File: src/rtl/gf16_reduce_seq_pkg.sv
// Shared types and constants for the GF(2^16) sequential reducer.
package gf16_pkg;
    localparam int          GF_W         = 16;
    localparam int          PROD_W       = 31;
    localparam logic [15:0] POLY_DEFAULT = 16'h002B;

    typedef enum logic [1:0] {
        IDLE,
        BUSY,
        DONE
    } state_t;

    // Reduction cycles for a given per-cycle bit count; 0 flags an unsupported value.
    function automatic int steps_f(input int s);
        return (s == 1 || s == 3 || s == 5 || s == 15) ? 15 / s : 0;
    endfunction
endpackage

File: src/rtl/gf16_reduce_seq_if.sv
// Product-in / remainder-out handshake bundle for gf16_reduce_seq.
interface gf16_reduce_seq_if;
    import gf16_pkg::*;

    logic              in_valid;
    logic              in_ready;
    logic [PROD_W-1:0] in_prod;
    logic              out_valid;
    logic              out_ready;
    logic [GF_W-1:0]   out_rem;

    modport master (
        output in_valid, in_prod, out_ready,
        input  in_ready, out_valid, out_rem
    );

    modport slave (
        input  in_valid, in_prod, out_ready,
        output in_ready, out_valid, out_rem
    );
endinterface

File: src/rtl/gf16_reduce_seq_step.sv
// One reduction step: clears S product bits from top_idx downward by folding in the modulus.
module gf16_reduce_step
    import gf16_pkg::*;
#(
    parameter int              S    = 3,
    parameter logic [GF_W-1:0] POLY = POLY_DEFAULT
) (
    input  logic [PROD_W-1:0] w_in,
    input  logic [4:0]        top_idx,
    output logic [PROD_W-1:0] w_out
);
    localparam logic [PROD_W-1:0] MOD = PROD_W'({1'b1, POLY});

    logic [PROD_W-1:0] acc;
    logic [4:0]        bit_idx;

    // Bits above bit_idx are already clear, so each fold only reaches bit_idx and below.
    always_comb begin
        acc     = w_in;
        bit_idx = top_idx;
        for (int k = 0; k < S; k++) begin
            bit_idx = top_idx - 5'(k);
            if (acc[bit_idx]) begin
                acc = acc ^ (MOD << (bit_idx - 5'd16));
            end
        end
        w_out = acc;
    end
endmodule

File: src/rtl/gf16_reduce_seq.sv
// Iterative reducer of a 31-bit carry-less product modulo x^16 + POLY, S bits per clock.
module gf16_reduce_seq
    import gf16_pkg::*;
#(
    parameter int              S    = 3,
    parameter logic [GF_W-1:0] POLY = POLY_DEFAULT
) (
    input logic             clk,
    input logic             rst,
    gf16_reduce_seq_if.slave bus
);
    localparam int STEPS = steps_f(S);
    localparam int CNT_W = (STEPS > 0) ? $clog2(STEPS + 1) : 1;

    if (STEPS == 0) begin : g_bad_s
        $error("gf16_reduce_seq: S must be 1, 3, 5 or 15");
    end

    state_t            state, state_n;
    logic [PROD_W-1:0] w, w_n, w_step;
    logic [CNT_W-1:0]  cnt, cnt_n;
    logic [GF_W-1:0]   rem, rem_n;
    logic [4:0]        top_idx;

    assign top_idx = 5'(PROD_W - 1 - S * int'(cnt));

    gf16_reduce_step #(.S(S), .POLY(POLY)) u_step (
        .w_in    (w),
        .top_idx (top_idx),
        .w_out   (w_step)
    );

    always_ff @(posedge clk) begin
        if (rst) begin
            state <= IDLE;
            w     <= '0;
            cnt   <= '0;
            rem   <= '0;
        end else begin
            state <= state_n;
            w     <= w_n;
            cnt   <= cnt_n;
            rem   <= rem_n;
        end
    end

    always_comb begin
        state_n = state;
        w_n     = w;
        cnt_n   = cnt;
        rem_n   = rem;
        unique case (state)
            IDLE: begin
                if (bus.in_valid) begin
                    w_n     = bus.in_prod;
                    cnt_n   = '0;
                    state_n = BUSY;
                end
            end
            BUSY: begin
                w_n   = w_step;
                cnt_n = cnt + 1'b1;
                if (cnt == CNT_W'(STEPS - 1)) begin
                    rem_n   = w_step[GF_W-1:0];
                    state_n = DONE;
                end
            end
            DONE: begin
                if (bus.out_ready) begin
                    state_n = IDLE;
                end
            end
            default: state_n = IDLE;
        endcase
    end

    // Ready drops combinationally with rst so nothing is accepted during reset.
    assign bus.in_ready  = (state == IDLE) && !rst;
    assign bus.out_valid = (state == DONE);
    assign bus.out_rem   = rem;
endmodule
File: src/flat_wrapper.sv
// flat-port wrapper written by rule: the top's interface ports become plain ports
module gf16_reduce_seq_flat import gf16_pkg::*;
#(
    parameter int              S    = 3,
    parameter logic [GF_W-1:0] POLY = POLY_DEFAULT
)
  (clk, rst, bus_in_valid, bus_in_prod, bus_out_ready, bus_in_ready, bus_out_valid, bus_out_rem);
  gf16_reduce_seq_if bus_i ();
  input logic clk;
  input logic rst;
  input wire logic [$bits(bus_i.in_valid)-1:0] bus_in_valid;
  input wire logic [$bits(bus_i.in_prod)-1:0] bus_in_prod;
  input wire logic [$bits(bus_i.out_ready)-1:0] bus_out_ready;
  output wire logic [$bits(bus_i.in_ready)-1:0] bus_in_ready;
  output wire logic [$bits(bus_i.out_valid)-1:0] bus_out_valid;
  output wire logic [$bits(bus_i.out_rem)-1:0] bus_out_rem;
  assign bus_i.in_valid = bus_in_valid;
  assign bus_i.in_prod = bus_in_prod;
  assign bus_i.out_ready = bus_out_ready;
  assign bus_in_ready = bus_i.in_ready;
  assign bus_out_valid = bus_i.out_valid;
  assign bus_out_rem = bus_i.out_rem;
  gf16_reduce_seq #(.S(S), .POLY(POLY)) u_core (.clk(clk), .rst(rst), .bus(bus_i));
endmodule
File: config.mk
export PLATFORM = sky130hd
export DESIGN_NAME = gf16_reduce_seq_flat
export DESIGN_NICKNAME = d
export VERILOG_FILES = /design/src/rtl/gf16_reduce_seq_pkg.sv /design/src/rtl/gf16_reduce_seq_if.sv /design/src/rtl/gf16_reduce_seq_step.sv /design/src/rtl/gf16_reduce_seq.sv /design/src/flat_wrapper.sv
export SDC_FILE = /design/constraint.sdc
export NUM_CORES = 1
export LEC_CHECK = 0
export ABC_CLOCK_PERIOD_IN_PS = 7500
export CAP_MARGIN = 40
export CORE_UTILIZATION = 43
export CTS_CLUSTER_DIAMETER = 120
export DETAILED_ROUTE_END_ITERATION = 7
export PLACE_DENSITY = 0.64
export SYNTH_ARGS = -nofsm -noshare
export SYNTH_HDL_FRONTEND = slang
export SYNTH_SLANG_ARGS = --single-unit
File: constraint.sdc
create_clock -name clk -period 7.5 [get_ports clk]
set_input_delay 2.25 -clock clk [delete_from_list [all_inputs] [get_ports clk]]
set_output_delay 2.25 -clock clk [all_outputs]
set_load 0.02 [all_outputs]
==> results of run 1 <==
[worst max-delay path, stage by stage (launching register included)]
cell and delay [ns]:
dfxtp_1 0.30, buf_4 0.17, fa_1 0.93, nand2_1 0.24
o22a_1 0.35, a31oi_1 0.60, o22ai_1 0.23, xor2_1 0.26
a221o_1 0.39, a21o_1 0.19, a211oi_1 0.52, xnor2_1 0.25
a221oi_1 0.14, a2111oi_0 0.57, a2bb2oi_1 0.48, a21oi_4 0.20
buf_4 0.23, or3_1 0.36, a311oi_1 0.27
[per-layer routing]
metal  part of all wire (%)  vias to the layer above  track usage [%]  wire, µm
li1                       -                     3478                -         -
met1                     41                     3656             48.8     11900
met2                     42                      520             54.3     12300
met3                     10                      123             6.07      3040
met4                    7.1                        0             22.8      2080
met5                      0                        -                0         0
[how the worst max path moves through the flow]
stage                                                      to  slack, ns                  startpoint  depth (start not counted)
final                               u_core.w[24]$_SDFFE_PP0P_       0.70  u_core.cnt[0]$_SDFFE_PP0P_                         18
after global routing                u_core.w[27]$_SDFFE_PP0P_       0.54  u_core.cnt[1]$_SDFFE_PP0P_                         18
after CTS                           u_core.w[24]$_SDFFE_PP0P_       0.96  u_core.cnt[0]$_SDFFE_PP0P_                         18
after detailed placement            u_core.w[24]$_SDFFE_PP0P_       1.03  u_core.cnt[1]$_SDFFE_PP0P_                         18
after global placement              u_core.w[24]$_SDFFE_PP0P_       1.03  u_core.cnt[0]$_SDFFE_PP0P_                         18
after floorplan           u_core.bus.out_rem[13]$_SDFFE_PP0P_       1.87  u_core.cnt[0]$_SDFFE_PP0P_                         24
[flip-flops by register name, summed over array words and instances (netlist names)]
name and flops:
u_core.w 31, u_core.bus.out_rem 16, u_core.cnt 3, u_core.state 2
[kinds of logic (layout without fill, tap and decap cells)]
kind of cell | after synthesis | count (layout) | share of synthesized area (%)
AOI/OAI and AO/OA | 306 | 306 | 33.2
xor gates and xnor gates | 95 | 95 | 13.1
muxes | 28 | 28 | 4.33
adders and majority gates | 11 | 11 | 2.17
and+or+nand+nor | 335 | 335 | 25.1
DFF | 52 | 52 | 15.6
buffers and inverters | 96 | 117 | 6.54
[where the power goes]
group	internal, W	total (W)	switching (W)
clock	0.000127	0.000247	0.000120
sequential	0.000296	0.000339	0.0000433
combinational	0.000257	0.000709	0.000452
total	0.000680	0.00130	0.000616
[through the flow]
| step | std cells | area, µm² | util, % | total power (W) |
|---|---|---|---|---|
| finish | 1132 | 7530 | 49.5 | 0.00130 |
| global route | 1132 | 7530 | 49.5 | 0.00135 |
| CTS | 1132 | 7530 | 49.5 | 0.00127 |
| detailed placement | 1124 | 7380 | 48.5 | 0.00102 |
| global placement | 1123 | 7360 | 48.4 | 0.00103 |
| floorplan | 923 | 6670 | - | 0.000800 |
[cells in the final DEF, fill, tap and decap left out, types with 23 or more instances in the layout]
master,n
a211oi_1,62
a21oi_1,49
and2_1,24
buf_4,40
clkdlybuf4s50_1,51
dfxtp_1,52
nand2_1,75
nor2_1,95
nor3_1,29
o21ai_0,31
o22ai_1,23
xnor2_1,63
xor2_1,29
[area by class of cell]
cell class	instances	area, µm²	area share (%)
Timing Repair Buffer	93	831	11.0
Clock buffer	5	125	1.66
Multi-Input combinational cell	775	5210	69.2
Inverter	16	60.1	0.798
Tap cell	188	235	3.12
Sequential cell	52	1040	13.8
Clock inverter	3	27.5	0.366
==> metrics.md, run 1 <==
| Metric | Value |
|---|---|
| Worst EP required | `7.72 ns` |
| Critical path class | `reg -> reg` |
| FFs w/ async S/R, synth | `0%` |
| Skew final | `0.0128 ns` |
| # H-tree levels | `2` |
| Setup TNS | `0 ns` |
| Worst Setup End Kind | `register` |
| Initial detailed-routing violation count | `1,204` |
| Syn_nets | `969` |
| Relative slew margins | `42.5%` |
| Reg2Reg Capture Point | `u_core.w[24]$_SDFFE_PP0P_` |
| Die span in y | `127 µm` |
| Wire per inst | `25.9 µm` |
| Synth cell count leaders | `95 x nor2_1, 75 x nand2_1, 63 x xnor2_1, 62 x a211oi_1, 56 x clkbuf_1` |
| Number of diodes | `0` |
| Die footprint | `16,000 µm²` |
| Final nets | `989` |
| Hold WC Path Type | `reg -> reg` |
| Leak Pwr | `2.41 nW` |
| EDFF count, synth | `0` |
| Number of global-route vias before repair | `7,069` |
| Hold EP | `u_core.bus.out_rem[2]$_SDFFE_PP0P_` |
| RSZ-0062 raised after global routing | `false` |
| Syn. warnings | `0` |
| CP arrival | `7.02 ns` |
| Drt drc | `2` |
| F_max | `0.147 GHz` |
| Pre-CTS setup slack | `1.03 ns` |
| Hold Worst Slack | `0.492 ns` |
| Crit-path max FO | `16` |
| Global-route wire length before repair | `43.7 mm` |
| Worst Reg-to-Reg Cells | `18` |
| Cells after Synth | `923` |
| Core Rows | `45` |
| Failing checks | `design-rule violations` |
| DR vias | `7,777` |
| Most numerous cell in the Yosys netlist | `nor2_1` |
| Vias per inst | `6.87` |
| Core area | `15,200 µm²` |
| CTS sink cnt | `52` |
| Maximum vdd ir drop | `0.000110 V` |
| Layout area overhead | `12.8%` |
| Io pins | `53` |
| Die W | `127 µm` |
| Post-synth top area cell | `dfxtp_1` |
| Max-cap check violation count | `0` |
| Clock Latency Late Sink | `0.31 ns` |
| Tcrit/Tclk final | `90.6%` |
| Library cells used by synthesis | `89` |
| Setup-failing EPs final | `0` |
| Mean post-synth cell area | `7.23 µm²` |
| CP startpoint kind | `register` |
| Filler Cell Count | `1,514` |
| DRT Pass-1 Iters | `7` |
| Minimum clock period | `6.80 ns` |
| Initial antenna violation count | `0` |
| Max-slew violation count | `0` |
| Worst Max-Slew Pin Slew | `0.859 ns` |
| Proportion of layout cells with a drive suffix above 1 | `9.53%` |
| Post-Syn Area | `6670 µm²` |
| Status | `complete, but fails checks` |
| Root buf cell | `clkbuf_16` |
| R2r setup slk | `0.70 ns` |
| Starting Density | `43.9%` |
| Cts hold-fix bufs | `0` |
| Worst Slack Setup Final | `0.703 ns` |
| Total wire length | `29.3 mm` |
| CTS tree | `yes` |
| Final hold viol count | `0` |
| Total congestion overflow | `0` |
| Hold path start | `u_core.bus.out_rem[2]$_SDFFE_PP0P_` |
| GP Congestion | `1.02` |
| Setup Fix Bufs, Post-CTS | `0` |
| Hpwl dp | `21.8 mm` |
| Sequential share of the synthesized area | `15.6%` |
| Cts repair resizes | `0` |
| Power density over cell area | `172 nW/µm²` |
| Hold depth | `2` |
| Register bit total from synthesis | `52` |
| Largest net degree at the start of global routing | `54` |
| Ys flop type | `dfxtp_1` |
| Yosys top cell area share | `15.6%` |
| Worst r2r src | `u_core.cnt[0]$_SDFFE_PP0P_` |
| Clk slew on worst S/H paths | `0.08 ns` |
| Antenna-violating nets left | `0` |
| GR Util All Layers | `36.4%` |
| Synth area leaders | `dfxtp_1 16%, xnor2_1 8.3%, a211oi_1 7.0%, nor2_1 5.3%, nand2_1 4.2%` |
| Number of buffers added on ports | `52` |
| CTS Buf Count | `5` |
| Clock Path Buffers | `2` |
(Power assumes the default switching activity.)
==> run 2, diff against run 1 <==
--- a/config.mk
+++ b/config.mk
@@ -5,7 +5,7 @@
 export SDC_FILE = /design/constraint.sdc
 export NUM_CORES = 1
 export LEC_CHECK = 0
-export ABC_CLOCK_PERIOD_IN_PS = 7500
+export ABC_CLOCK_PERIOD_IN_PS = 8270
 export CAP_MARGIN = 40
 export CORE_UTILIZATION = 43
 export CTS_CLUSTER_DIAMETER = 120
@@ -13,4 +13,5 @@
 export PLACE_DENSITY = 0.64
 export SYNTH_ARGS = -nofsm -noshare
 export SYNTH_HDL_FRONTEND = slang
+export SYNTH_HIERARCHICAL = 1
 export SYNTH_SLANG_ARGS = --single-unit
==> constraint.sdc (replaced) <==
create_clock -name clk -period 8.27 [get_ports clk]
set_input_delay 2.481 -clock clk [delete_from_list [all_inputs] [get_ports clk]]
set_output_delay 2.481 -clock clk [all_outputs]
set_load 0.02 [all_outputs]
==> metrics.md, run 2 <==
| Metric | Value |
|---|---|
| Setup-failing EPs final | `0 (unchanged)` |
| Max-slew violation count | `0 (unchanged)` |
| Wire per inst | `23.8 µm (-8.0%)` |
| DR vias | `7,874 (+1.2%)` |
| Ys flop type | `dfxtp_1` |
| Minimum clock period | `7.09 ns (+0.292 ns)` |
| RSZ-0062 raised after global routing | `false` |
| Most flops, register | `u_core/w` |
| Filler Cell Count | `1,584 (+4.6%)` |
| Number of diodes | `0 (unchanged)` |
| Register bit total from synthesis | `52 (unchanged)` |
| Worst Max-Slew Pin Slew | `0.939 ns (+0.0804 ns)` |
| Logic gate share of total power | `61.3% (+6.6 points)` |
| Clock Latency Late Sink | `0.31 ns (about the same)` |
| Max reg flops | `31 (unchanged)` |
| Status | `finished clean` |
| Most frequent cells in the layout | `157 x nand2_1, 74 x nor2_1, 72 x xnor2_1` |
| Clk slew on worst S/H paths | `0.08 ns (about the same)` |
| Final hold viol count | `0 (unchanged)` |
| Largest net degree at the start of global routing | `73 (+35%)` |
| Post-route insts no fill | `1,207 (+6.6%)` |
| Psw | `0.000694 W (+13%)` |
| Post-Syn Area | `6910 µm² (+3.5%)` |
| DRT Pass-1 Iters | `6 (-1)` |
| CP startpoint kind | `register` |
| Number of buffers added on ports | `52 (unchanged)` |
| CTS sink cnt | `52 (unchanged)` |
| Root buf cell | `clkbuf_16` |
| Max-cap check violation count | `0 (unchanged)` |
| Switching share of power | `50.8% (+3.2 points)` |
| Crit-path max FO | `58 (+42)` |
| Commonest non-fill, non-tap cell in the layout | `nand2_1` |
| Clock network fraction of design power | `16.1% (-3.0 points)` |
| Hpwl dp | `22.0 mm (+1.1%)` |
| Io pins | `53 (unchanged)` |
| Initial antenna violation count | `0 (unchanged)` |
| Cts repair resizes | `0 (unchanged)` |
| Die footprint | `16,600 µm² (+3.5%)` |
| Antenna-violating nets left | `0 (unchanged)` |
| Cells after Synth | `979 (+6.1%)` |
| FFs w/ async S/R, synth | `0% (unchanged)` |
| CTS tree | `yes` |
| Post-synth top area cell | `dfxtp_1` |
| # H-tree levels | `2 (unchanged)` |
| Final nets | `1,045 (+5.7%)` |
| Clock Path Buffers | `2 (unchanged)` |
| Most numerous cell in the Yosys netlist | `nand2_1` |
| Power Internal | `0.000674 W (-0.88%)` |
| Drt drc | `0 (-2)` |
| Yosys top cell area share | `15.1% (-0.53 points)` |
| GP Congestion | `1.02 (-0.14%)` |
| Proportion of layout cells with a drive suffix above 1 | `10.4% (+0.91 points)` |
| Worst EP required | `8.47 ns (+0.75 ns)` |
| EDFF count, synth | `0 (unchanged)` |
| Critical path class | `reg -> reg` |
| Worst Slack Setup Final | `1.18 ns (+0.478 ns)` |
| Global-route wire length before repair | `43.2 mm (-1.1%)` |
| Initial detailed-routing violation count | `1,179 (-2.1%)` |
| Die W | `129 µm (+1.7%)` |
| Maximum vdd ir drop | `0.000113 V (+2.7%)` |
| Setup TNS | `0 ns (unchanged)` |
| Synth cell count leaders | `157 x nand2_1, 75 x nor2_1, 74 x xnor2_1, 71 x o21ai_0, 52 x dfxtp_1` |
| Total congestion overflow | `0 (unchanged)` |
| Total wire length | `28.8 mm (-1.9%)` |
| Library cells used by synthesis | `90 (+1.1%)` |
| Setup Fix Bufs, Post-CTS | `0 (unchanged)` |
| Synth area leaders | `dfxtp_1 15%, xnor2_1 9.4%, nand2_1 8.5%, o21ai_0 5.1%, a22o_1 4.6%` |
| Mean post-synth cell area | `7.06 µm² (-2.4%)` |
| Pre-CTS setup slack | `1.37 ns (+0.338 ns)` |
| GR Util All Layers | `34.8% (-1.6 points)` |
| Relative slew margins | `36.7% (-5.8 points)` |
| Starting Density | `44.8% (+0.88 points)` |
| Sequential power share | `22.6% (-3.6 points)` |
| Dpl cells | `1,199 (+6.7%)` |
| Tcrit/Tclk final | `85.7% (-4.9 points)` |
| Hold WC Path Type | `reg -> reg` |
| Power density over cell area | `177 nW/µm² (+3.0%)` |
| Skew final | `0.00814 ns (-0.00465 ns)` |
| Die span in y | `129 µm (+1.7%)` |
| F_max | `0.141 GHz (-4.1%)` |
| Leak Pwr | `2.63 nW (+8.8%)` |
| Number of global-route vias before repair | `7,043 (-0.37%)` |
| Worst Setup End Kind | `register` |
| Syn. warnings | `6 (+6)` |
| Syn_nets | `1,029 (+6.2%)` |
| Vias per inst | `6.52 (-5.0%)` |
| Cts hold-fix bufs | `0 (unchanged)` |
| Layout area overhead | `11.7%` |
| CTS Buf Count | `5 (unchanged)` |
| Sequential share of the synthesized area | `15.1% (-0.53 points)` |
| Core Rows | `45 (unchanged)` |
| Core area | `15,400 µm² (+1.5%)` |
| CP arrival | `7.29 ns (+0.27 ns)` |
[run 2: cell types whose count changed after synthesis, moves of 11 or more]
cell / previous run / this run
a211oi_1: 62 / 7
and2_1: 24 / 8
clkbuf_1: 56 / 39
nor2_1: 95 / 75
xnor2_1: 63 / 74
a21oi_1: 49 / 37
a22o_1: 3 / 36
nand2_1: 75 / 157
nor2b_1: 19 / 6
o21ai_0: 31 / 71
[run 2: area by class of cell]
| type | count | area (µm²) | share of cell area (%) |
|---|---|---|---|
| multi-input cells | 836 | 5450 | 70.6 |
| well taps | 211 | 264 | 3.42 |
| repair buffers | 82 | 746 | 9.66 |
| flip-flops and latches | 52 | 1040 | 13.5 |
| clock inverters | 3 | 21.3 | 0.276 |
| inverters | 18 | 67.6 | 0.875 |
| clock buffers | 5 | 125 | 1.62 |
[run 2: power groups by stage]
stage | logic (W) | clock network, W | registers, W
4_1_cts | 0.000811 | 0.000224 | 0.000306
2_1_floorplan | 0.000586 | 0 | 0.000294
3_3_place_gp | 0.000816 | 0 | 0.000313
5_1_grt | 0.000884 | 0.000231 | 0.000310
6_report | 0.000839 | 0.000220 | 0.000309
3_5_place_dp | 0.000804 | 0 | 0.000312
[run 2: final timing paths]
path	end	depth (start not counted)	startpoint	slack (ns)
max	u_core/w[14]$_SDFFE_PP0P_	23	u_core/cnt[0]$_SDFFE_PP0P_	1.18
min	u_core/bus.out_rem[3]$_SDFFE_PP0P_	2	u_core/bus.out_rem[3]$_SDFFE_PP0P_	0.47
max reg2reg	u_core/w[14]$_SDFFE_PP0P_	23	u_core/cnt[0]$_SDFFE_PP0P_	1.18
min reg2reg	u_core/bus.out_rem[3]$_SDFFE_PP0P_	2	u_core/bus.out_rem[3]$_SDFFE_PP0P_	0.47
[run 2: critical path: stages (launching register included)]
cell       delay, ns
dfxtp_2         0.33
buf_4           0.53
xnor2_2         0.33
buf_4           0.31
clkinv_1        0.08
buf_4           0.22
ha_1            0.60
nand2b_1        0.19
a31oi_1         0.15
or2_2           0.35
a211o_1         0.24
xnor2_1         0.38
o2111ai_1       0.23
o31ai_2         0.56
o22ai_2         0.23
a21oi_1         0.24
xnor2_1         0.27
and3_1          0.31
o211ai_1        0.25
or4_1           0.59
xnor2_1         0.18
nand2_1         0.08
o21ai_0         0.09
a22o_1          0.20
[run 2: stage by stage]
step                      area, µm²  hold WS (ns)  util (%)  power, W
after floorplan                6910         0.449         -  0.000880
after global placement         7570         0.446      49.1   0.00113
after detailed placement       7570         0.451      49.1   0.00112
after CTS                      7720         0.467      50.0   0.00134
after global routing           7720         0.490      50.0   0.00143
final                          7720         0.468      50.0   0.00137
[run 2: per-layer routing]
metal | vias up | GRT usage, % | share of wire (%)
met2 | 510 | 52.2 | 43
met5 | - | 0 | 0
met3 | 87 | 7.07 | 11
met1 | 3687 | 48.5 | 42
met4 | 0 | 13.6 | 4.0
li1 | 3590 | - | -
[run 2: cell families (layout without fill, tap and decap cells)]
family / Yosys count / count (layout) / synth area share, %
xor gates and xnor gates: 102 / 102 / 12.9
DFF: 52 / 52 / 15.1
muxes: 27 / 27 / 4.35
buffers and inverters: 91 / 108 / 6.47
and+or+nand+nor: 383 / 383 / 26.3
AOI/OAI and AO/OA: 309 / 309 / 32.1
adders and majority gates: 15 / 15 / 2.83
==> run 3, diff against run 2 <==
--- a/config.mk
+++ b/config.mk
@@ -10,8 +10,8 @@
 export CORE_UTILIZATION = 43
 export CTS_CLUSTER_DIAMETER = 120
 export DETAILED_ROUTE_END_ITERATION = 7
-export PLACE_DENSITY = 0.64
 export SYNTH_ARGS = -nofsm -noshare
 export SYNTH_HDL_FRONTEND = slang
 export SYNTH_HIERARCHICAL = 1
 export SYNTH_SLANG_ARGS = --single-unit
+export TNS_END_PERCENT = 20
==> metrics.md, run 3 (synthesis gave the netlist of run 2 again) <==
| Metric | Value |
|---|---|
| Worst r2r src | `u_core/cnt[2]$_SDFFE_PP0P_` |
| F_max | `0.145 GHz (+2.4%)` |
| Initial detailed-routing violation count | `997 (-15%)` |
| CTS sink cnt | `52 (unchanged)` |
| Starting Density | `44.8% (unchanged)` |
| Logic gate share of total power | `62.0% (+0.7 points)` |
| Status | `finished clean` |
| CP arrival | `7.13 ns (-0.16 ns)` |
| Hpwl dp | `22.6 mm (+2.8%)` |
| Area of the multi-input gates | `5450 µm² (unchanged)` |
| Setup Fix Bufs, Post-CTS | `0 (unchanged)` |
| Most frequent cells in the layout | `157 x nand2_1, 74 x nor2_1, 72 x xnor2_1` |
| Number of diodes | `0 (unchanged)` |
| Core area | `15,400 µm² (unchanged)` |
| Hold WC Path Type | `reg -> reg` |
| Largest net degree at the start of global routing | `58 (-21%)` |
| Maximum vdd ir drop | `0.0000930 V (-17%)` |
| GR Layer Usage met2 | `51.5% (-0.73 points)` |
| Hold path start | `u_core/bus.out_rem[4]$_SDFFE_PP0P_` |
| Psw | `0.000712 W (+2.6%)` |
| Root buf cell | `clkbuf_16` |
| Most flops, register | `u_core/w` |
| Clock Latency Late Sink | `0.31 ns (about the same)` |
| Leak Pwr | `2.66 nW (+1.1%)` |
| Vias per inst | `6.53 (about the same)` |
| Power density over cell area | `179 nW/µm² (+1.2%)` |
| Worst EP required | `8.48 ns (about the same)` |
| Worst Reg-to-Reg Cells | `19 (-17%)` |
| Cts repair resizes | `0 (unchanged)` |
| Die W | `129 µm (unchanged)` |
| Cts hold-fix bufs | `0 (unchanged)` |
| GP Congestion | `1.03 (+1.2%)` |
| Max reg flops | `31 (unchanged)` |
| Global-route wire length before repair | `44.4 mm (+2.9%)` |
| # H-tree levels | `2 (unchanged)` |
| Setup TNS | `0 ns (unchanged)` |
| Power Internal | `0.000680 W (+0.99%)` |
| Max-slew violation count | `0 (unchanged)` |
| Final hold viol count | `0 (unchanged)` |
| DRT Pass-1 Iters | `5 (-1)` |
| Reg2Reg Capture Point | `u_core/w[14]$_SDFFE_PP0P_` |
| Core Rows | `45 (unchanged)` |
| Total wire length | `29.7 mm (+3.1%)` |
| Die footprint | `16,600 µm² (unchanged)` |
| Number of global-route vias before repair | `7,157 (+1.6%)` |
| Tcrit/Tclk final | `83.7% (-2.0 points)` |
| Hold Worst Slack | `0.465 ns (-0.00309 ns)` |
| Minimum clock period | `6.92 ns (-0.169 ns)` |
| Antenna-violating nets left | `0 (unchanged)` |
| Die span in y | `129 µm (unchanged)` |
| Total congestion overflow | `0 (unchanged)` |
| DR vias | `7,916 (+0.53%)` |
| Layer with the highest usage | `met2` |
| Io pins | `53 (unchanged)` |
| Switching share of power | `51.1% (+0.39 points)` |
| Max-cap check violation count | `0 (unchanged)` |
| Met3 Use GR | `7.03% (-0.042 points)` |
| CP startpoint kind | `register` |
| Commonest non-fill, non-tap cell in the layout | `nand2_1` |
| RSZ-0062 raised after global routing | `false` |
| Proportion of layout cells with a drive suffix above 1 | `11.0% (+0.54 points)` |
| Drt drc | `0 (unchanged)` |
| CTS tree | `yes` |
| Critical path class | `reg -> reg` |
| Number of buffers added on ports | `52 (unchanged)` |
| Crit-path max FO | `19 (-67%)` |
| Skew final | `0.00829 ns (+0.000151 ns)` |
| Clock network fraction of design power | `15.5% (-0.6 points)` |
| GR Util All Layers | `36.2% (+1.4 points)` |
| Clock Path Buffers | `2 (unchanged)` |
| Hold EP | `u_core/bus.out_rem[4]$_SDFFE_PP0P_` |
| Met1 Track Usage GR | `51.2% (+2.7 points)` |
| Sequential power share | `22.5% (about the same)` |
| Relative slew margins | `40.6% (+3.9 points)` |
| Worst Setup End Kind | `register` |
| Hold depth | `2 (unchanged)` |
| Worst Max-Slew Pin Slew | `0.890 ns (-0.0495 ns)` |
| Wire per inst | `24.5 µm (+2.6%)` |
| Initial antenna violation count | `0 (unchanged)` |
| R2r setup slk | `1.35 ns (+0.17 ns)` |
| Final nets | `1,051 (+0.57%)` |
| CTS Buf Count | `5 (unchanged)` |
| Layout area overhead | `12.4%` |
| Sequential cell area | `1040 µm² (unchanged)` |
| Clk slew on worst S/H paths | `0.08 ns (about the same)` |
| Filler Cell Count | `1,629 (+2.8%)` |
| Setup-failing EPs final | `0 (unchanged)` |
run 3: worst max-delay path by stage:
| stage | from | to | slack (ns) | cells after the start |
|---|---|---|---|---|
| finish | u_core/cnt[2]$_SDFFE_PP0P_ | u_core/w[14]$_SDFFE_PP0P_ | 1.35 | 19 |
| global route | u_core/cnt[2]$_SDFFE_PP0P_ | u_core/w[4]$_SDFFE_PP0P_ | 1.0 | 20 |
| CTS | u_core/cnt[2]$_SDFFE_PP0P_ | u_core/w[14]$_SDFFE_PP0P_ | 1.55 | 19 |
| detailed placement | u_core/cnt[2]$_SDFFE_PP0P_ | u_core/w[14]$_SDFFE_PP0P_ | 1.59 | 19 |
| global placement | u_core/cnt[1]$_SDFFE_PP0P_ | u_core/w[14]$_SDFFE_PP0P_ | 1.56 | 22 |
| floorplan | u_core/cnt[0]$_SDFFE_PP0P_ | u_core/w[14]$_SDFFE_PP0P_ | 1.84 | 27 |
run 3: area by class of cell:
| type | count | area share, % |
|---|---|---|
| timing repair buffer | 88 | 10.2 |
| clock buffer | 5 | 1.61 |
| sequential | 52 | 13.4 |
| multi-input combinational | 836 | 70.2 |
| inverter | 18 | 0.870 |
| clock inverter | 3 | 0.274 |
| tap | 211 | 3.40 |
run 3: power groups by stage:
stage / Combinational, W / Clock, W / Sequential, W
after floorplan: 0.000586 / 0 / 0.000294
after global placement: 0.000830 / 0 / 0.000316
after detailed placement: 0.000820 / 0 / 0.000315
after CTS: 0.000825 / 0.000218 / 0.000309
after global routing: 0.000911 / 0.000226 / 0.000313
final: 0.000864 / 0.000216 / 0.000313
run 3: critical path, stage by stage (launching register included):
cell      delay, ns
dfxtp_1        0.55
inv_2          0.10
fa_1           0.94
or3b_1         0.46
o22ai_1        0.30
a311oi_1       0.20
buf_4          0.24
a22oi_2        0.39
nand3_1        0.19
xnor2_1        0.57
o2111a_1       0.51
o22ai_2        0.20
mux4_2         0.48
a32oi_2        0.27
o211ai_1       0.27
or4_1          0.58
xnor2_1        0.18
nand2_1        0.09
o21ai_0        0.09
a22o_1         0.19
run 3: metrics by stage:
stage | cells | instance area [µm²] | setup WS, ns | power (W) | utilization, %
after global routing | 1213 | 7760 | 0.997 | 0.00145 | 50.3
after global placement | 1205 | 7620 | 1.56 | 0.00115 | 49.4
after floorplan | 979 | 6910 | 1.84 | 0.000880 | -
final | 1213 | 7760 | 1.35 | 0.00139 | 50.3
after CTS | 1213 | 7760 | 1.55 | 0.00135 | 50.3
after detailed placement | 1205 | 7620 | 1.59 | 0.00113 | 49.4
run 3: layer usage:
layer  vias up  routed length [µm]
li1       3615                   -
met1      3641               12600
met2       549               12100
met3       111                3300
met4         0                1650
met5         -                   0
